<file path="src/rtl/conv2_pkg.sv">
// Shared geometry for the conv2 window buffer: map size, kernel size and
// the mapping from window element to shift-register tap.
package conv2_pkg;

  localparam int WIDTH  = 12;
  localparam int IMG_W  = 12;
  localparam int IMG_H  = 12;
  localparam int K      = 5;
  localparam int SR_LEN = (K-1)*IMG_W + K;
  localparam int SR_W   = $clog2(SR_LEN);
  localparam int WIN_W  = K*K*WIDTH;
  localparam int CW     = $clog2(IMG_W);
  localparam int RW     = $clog2(IMG_H);

  // Element k = r*K + c (row-major, element 0 oldest); stage 0 is the newest sample.
  function automatic int tap_idx(input int k);
    return (K-1-k/K)*IMG_W + (K-1-k%K);
  endfunction

endpackage

</file>
<file path="src/rtl/conv2_line_shift.sv">
// One channel of the window buffer: SR_LEN-stage shift register that advances
// on each accepted pixel, with the K*K window taps packed onto one bus.
module conv2_line_shift
  import conv2_pkg::*;
(
  input  logic             clk,
  input  logic             rst_n,
  input  logic             i_en,
  input  logic [WIDTH-1:0] i_data,
  output logic [WIN_W-1:0] o_win
);

  logic [WIDTH-1:0] r_sr [SR_LEN];

  always_ff @(posedge clk or negedge rst_n) begin
    if (!rst_n) begin
      for (int i = 0; i < SR_LEN; i++) r_sr[i] <= '0;
    end else if (i_en) begin
      r_sr[0] <= i_data;
      for (int i = 1; i < SR_LEN; i++) r_sr[i] <= r_sr[i-1];
    end
  end

  for (genvar k = 0; k < K*K; k++) begin : g_tap
    localparam int unsigned TAP = tap_idx(k);
    assign o_win[k*WIDTH +: WIDTH] = r_sr[TAP[SR_W-1:0]];
  end

endmodule

</file>
<file path="src/rtl/conv2_window_buf.sv">
// Raster-to-window converter feeding the conv2 channel calculators: three
// channel shift registers plus the col/row tracking that qualifies each window.
module conv2_window_buf
  import conv2_pkg::*;
(
  input  logic             clk,
  input  logic             rst_n,
  input  logic             valid_in,
  input  logic [WIDTH-1:0] data_in1,
  input  logic [WIDTH-1:0] data_in2,
  input  logic [WIDTH-1:0] data_in3,
  output logic [WIN_W-1:0] data_out1,
  output logic [WIN_W-1:0] data_out2,
  output logic [WIN_W-1:0] data_out3,
  output logic             valid_out_buf,
  output logic             frame_done
);

  logic [CW-1:0] r_col;
  logic [RW-1:0] r_row;
  logic          r_valid;
  logic          r_frame_done;
  logic          w_col_last;
  logic          w_row_last;
  logic          w_in_window;

  assign w_col_last  = (r_col == CW'(IMG_W-1));
  assign w_row_last  = (r_row == RW'(IMG_H-1));
  // Windows only once K-1 rows and K-1 columns of the current frame are in,
  // which also keeps stale samples from the previous frame hidden.
  assign w_in_window = (r_row >= RW'(K-1)) && (r_col >= CW'(K-1));

  always_ff @(posedge clk or negedge rst_n) begin
    if (!rst_n) begin
      r_col <= '0;
      r_row <= '0;
    end else if (valid_in) begin
      if (w_col_last) begin
        r_col <= '0;
        r_row <= w_row_last ? '0 : r_row + 1'b1;
      end else begin
        r_col <= r_col + 1'b1;
      end
    end
  end

  always_ff @(posedge clk or negedge rst_n) begin
    if (!rst_n) begin
      r_valid      <= 1'b0;
      r_frame_done <= 1'b0;
    end else begin
      r_valid      <= valid_in && w_in_window;
      r_frame_done <= valid_in && w_row_last && w_col_last;
    end
  end

  assign valid_out_buf = r_valid;
  assign frame_done    = r_frame_done;

  conv2_line_shift u_ch1 (.clk(clk), .rst_n(rst_n), .i_en(valid_in), .i_data(data_in1), .o_win(data_out1));
  conv2_line_shift u_ch2 (.clk(clk), .rst_n(rst_n), .i_en(valid_in), .i_data(data_in2), .o_win(data_out2));
  conv2_line_shift u_ch3 (.clk(clk), .rst_n(rst_n), .i_en(valid_in), .i_data(data_in3), .o_win(data_out3));

endmodule

</file>
<file path="config.mk">
export PLATFORM = sky130hd
export DESIGN_NAME = conv2_window_buf
export DESIGN_NICKNAME = d
export VERILOG_FILES = /design/src/rtl/conv2_pkg.sv /design/src/rtl/conv2_line_shift.sv /design/src/rtl/conv2_window_buf.sv
export SDC_FILE = /design/constraint.sdc
export NUM_CORES = 2
export LEC_CHECK = 0
export CAP_MARGIN = 30
export CORE_ASPECT_RATIO = 0.75
export CORE_UTILIZATION = 36
export DETAILED_ROUTE_END_ITERATION = 7
export PLACE_DENSITY = 0.56
export REMOVE_ABC_BUFFERS = 1
export SLEW_MARGIN = 20
export SYNTH_ARGS = -nofsm -noshare
export SYNTH_HDL_FRONTEND = slang
export SYNTH_SLANG_ARGS = --single-unit
</file>
<file path="constraint.sdc">
create_clock -name clk -period 1.43 [get_ports clk]
set_input_delay 0.429 -clock clk [delete_from_list [all_inputs] [get_ports clk]]
set_output_delay 0.429 -clock clk [all_outputs]
set_load 0.05 [all_outputs]
</file>
# Word level (Yosys, flattened, before mapping)
# Cells that the tools add are included.
[op_classes] order_cmp=2 n_reduce_logical=5 n_addsub=2 n_eq_ne=2 mux=2
[ops] operator="$add 4x1->4 const B" n=2
[ops] operator="$eq 4x4->1 const B" n=2
[ops] operator="$ge 4x3->1 const B" n=2
[ops] operator="$mux 4" n=2
[ops] operator="$logic_and 1x1->1" n=4
[ops] operator="$reduce_and 2->1" n=1
[totals] in_bits=39 output_inout_bits=902 regBits=1918 elab_cells=176

# Depth between registers and ports, before layout
[logic_depth] depth_word=3 mapped_depth=6 mapped_depth_nobuf=4

# Cells and area by module
# A second synthesis with hierarchy kept.
[unflattened] hier_cells=4976 area_unflattened_um2=78481.5
[by_module_without_submodules] module="conv2_line_shift" cells_each=1643 area_each_um2=25997.4 n_inst=3 seq_area_each_um2=15915.3
[by_module_without_submodules] module="conv2_window_buf" cells_each=47 area_each_um2=489.2 n_inst=1 seq_area_each_um2=250.2

# Worst setup path before layout
# Ideal clock, no wire load.
[synth_path] path_type="input to register" from="input valid_in" to="register u_ch1.r_sr (netlist bit u_ch1.o_win[288])" arrival_ns=1.343 setup_time_ns=0.125 stages=5 path_buffers=4 required_ns=1.305 path_slack_ns=-0.038 cell_sequence="buf_4 > buf_6 > buf_6 > buf_6 > mux2_2"
[synth_lines] item="start: declaration" line="conv2_window_buf.sv:8" text="input logic valid_in,"
[synth_lines] item="end: declaration" line="conv2_line_shift.sv:13" text="logic [WIDTH-1:0] r_sr [SR_LEN];"
# No word-level cell between the ends.

# Worst setup path after layout
[layout_path] from="register u_ch1.r_sr (netlist bit u_ch1.o_win[102])" to="output data_out1[102]"
[layout_lines] item="end: declaration" line="conv2_window_buf.sv:12" text="output logic [WIN_W-1:0] data_out1,"
# No word-level cell between the ends.

==> results.md <==
- Max_slew headroom: about 70%
- Initial DRC count: 1603
- Placed Cells: just under 8000
- Logic gate share of total power: roughly a third
- Cell types occupying the most area after synthesis: dfrtp_1 61%, mux2_2 27%, buf_4 8.6%
- Final hold violations: 0
- Leakage: around 50 nW
- Most frequent cells in the layout: 1910 x mux2_2, 1690 x dfrtp_1, 994 x buf_12
- Reg clk slew, reported paths: ~60 ps
- Sequential element share of the synthesized area: 61.2%
- Crit end category: primary output
- Root buffer cell: clkbuf_16
- Global Route met2 Usage: 26.1%
- Maxcap violations: 0
- GRT busiest layer: met2
- CTS Buf Count: 201
- CP required: 1000 ps
- Core ar.: roughly 220000 µm²
- Crit path cell chain: buf_12
- Port Buffers: 940
- Detailed Place HPWL: 115000 µm
- Total placed instance area: about 95000 µm²
- Clock sinks: around 1900
- Share of power burned in registers: between 30% and 40%
- Final setup vio count: between 900 and 1000
- Commonest non-fill, non-tap cell in the layout: mux2_2
- Die height: about 400 µm
- Max Clock Freq: 522 MHz
- Critical Path Max Stage Delay: approximately 480 ps
- Largest net degree at the start of global routing: between 70 and 80
- Fin cells: 9004
- ANT nets after route: 0
- Cells after synthesis: between 4000 and 5000
- Wire length per cell: between 15 and 20 µm
- Post-layout min period: about 1900 ps
- Width of the die: about 540 µm
- WL final: approximately 170000 µm
- Slew Limit Fails: 0
- PD cells: 1870 nW/µm²
- Overflow after GRT: 0
- Critical path class: register to primary output
- Failing checks: negative setup slack
- Critical Path Slowest Stage Cell: dfrtp_2
- Slew @ Worst Pin: ~460 ps
- Post-synth cell types: 19
- Area leader, netlist: dfrtp_1
- Clock Power Share: around a quarter
- CTS tree: built
- Post-route clock skew: ~63 ps
- Row count: between 100 and 150
- Vias in the first global route: roughly 44000
- Grt met3 use: under 10%
- Seq cells post-synth: 1918
- Cell Area, Synth: 78400 µm²
- Yosys top cell area share: around three fifths
- GRT Total Usage: between 10% and 20%
- P_sw: around 65 mW
- Clock latency on the worst-skew pair: approximately 800 ps
- Pre-CTS setup slack: -382 ps
- Final core occ: around half
- Final net count: ~6100
- Avg Vias per Cell: between 4 and 5
- Final worst path period share: 134%
- Switching part of the total: 32.4%
- CP top delay family: flip-flops
- CTS Buffer Depth: 4
- Share of layout cells above drive strength 1: 70.8%
- Arrival @ worst endpoint: roughly 1500 ps
- CP Launch Type: register
- Final setup margin: -485 ps
- Layout Cell Area excl Fill: between 100000 and 150000 µm²
- Worst min-delay path class: input pin to register
- Grt met1 use: approximately a fifth
- Final Wtd Congestion: ~0.75
- Critical path fanouts, max: 2
- Initial antenna violation count: 1
- Synthesis warning total: 0
- Via count: 40200
- Tot Pwr: between 200 and 250 mW
- Avg Cell Area, Syn: 15.8 µm²
- Initial Util: 36.5%
- First-pass GRT wire length: 264000 µm
- Worst vdd rail ir drop: 0.00151 V
- I/O pin cnt: 941
- DRC Markers: 0
- Status: finished, violations left
- Max H-tree Level: 4
- RSZ-0062 raised after global routing: true
- Drt pass-1 iters: 4
- Crit path buf inv count: 1
- Die area: 220000 µm²
- Internal Pwr Total: between 100 and 150 mW
- Area Growth Syn to Fin: 36.9%
- Fillers: 17900
## area by class of cell
type	instances	area (µm²)	area share (%)
Clock buffer	293	5890	5.48
Antenna cell	2	5.00	0.00466
Tap cell	2831	3540	3.30
Timing Repair Buffer	1959	27300	25.4
Clock inverter	57	664	0.619
Inverter	1	3.75	0.00350
Multi-Input combinational cell	1943	21700	20.2
Sequential cell	1918	48300	45.0
## power by group through the flow
stage	logic (mW)	clock network [mW]	registers, mW
6_report	71.0	52.0	78.1
5_1_grt	74.1	56.0	79.9
4_1_cts	71.3	53.9	78.2
3_5_place_dp	63.0	0	80.3
3_3_place_gp	62.4	0	79.8
2_1_floorplan	12.5	0	93.1
## synthesized netlist by cell type
library cell	number
a21boi_0	1
and4b_1	2
buf_2	67
buf_4	901
buf_6	145
dfrtp_1	1918
ha_1	2
inv_1	1
mux2_1	1
mux2_2	1910
nand2_1	11
nand3_1	2
nand3b_1	1
nand4b_2	1
nor2_1	4
nor3b_1	1
o211ai_1	1
o21ai_0	5
or4b_1	1
## worst paths after layout
kind / cells after the start / slack (ps) / to / startpoint
max in group asynchronous: 4 / 340 / u_ch1.r_sr[524] / rst_n
max reg2reg: 4 / 110 / r_row[2] / r_col[0]
min in group asynchronous: 3 / 290 / u_ch2.o_win[223] / rst_n
max: 1 / -480 / data_out1[102] / u_ch1.o_win[102]
min reg2reg: 1 / 450 / u_ch1.r_sr[386] / u_ch1.r_sr[398]
min: 4 / 170 / frame_done / valid_in
## registers in the layout, summed over array words and instances, names as in the netlist
signal,count
u_ch1.o_win,300
u_ch2.r_sr,336
u_ch1.r_sr,336
r_row,4
u_ch3.r_sr,336
frame_done,1
u_ch3.o_win,300
u_ch2.o_win,300
valid_out_buf,1
r_col,4
## tightest hold or removal path: cells and delay by family
| family | cells | cell delay [ps] |
|---|---|---|
| buf+inv | 2 | 310 |
| simple gates | 2 | 190 |
## cell families (layout without fill, tap and decap cells)
group / after synthesis / count (layout) / share of synthesized area, %
compound gates: 7 / 7 / 0.0510
simple gates: 23 / 23 / 0.161
other cells: 0 / 2 / 0
buf+inv: 1114 / 2310 / 11.1
flops: 1918 / 1918 / 61.2
fa+ha+maj: 2 / 2 / 0.0319
mux: 1911 / 1911 / 27.4
## per-layer routing
metal / wire, µm / up-vias
met4: 6040 / 0
met5: 0 / -
met3: 9410 / 276
met2: 84900 / 711
li1: - / 18400
met1: 69000 / 20800
## timing repair
item	CTS	global route
endpoints found under the setup margin	902	904
pin swaps	0	2
endpoints found under the hold margin	1355	0
setup buffers	666	75
resized for setup	213	17
hold buffers	1	0
## stage by stage
stage,hold WS (ps),setup TNS (ps)
finish,173,-348690
detailed placement,481,-579960
global route,120,-432250
floorplan,133,0
global placement,479,-583770
CTS,97.8,-434270
Power figures use the tool's default switching activity.
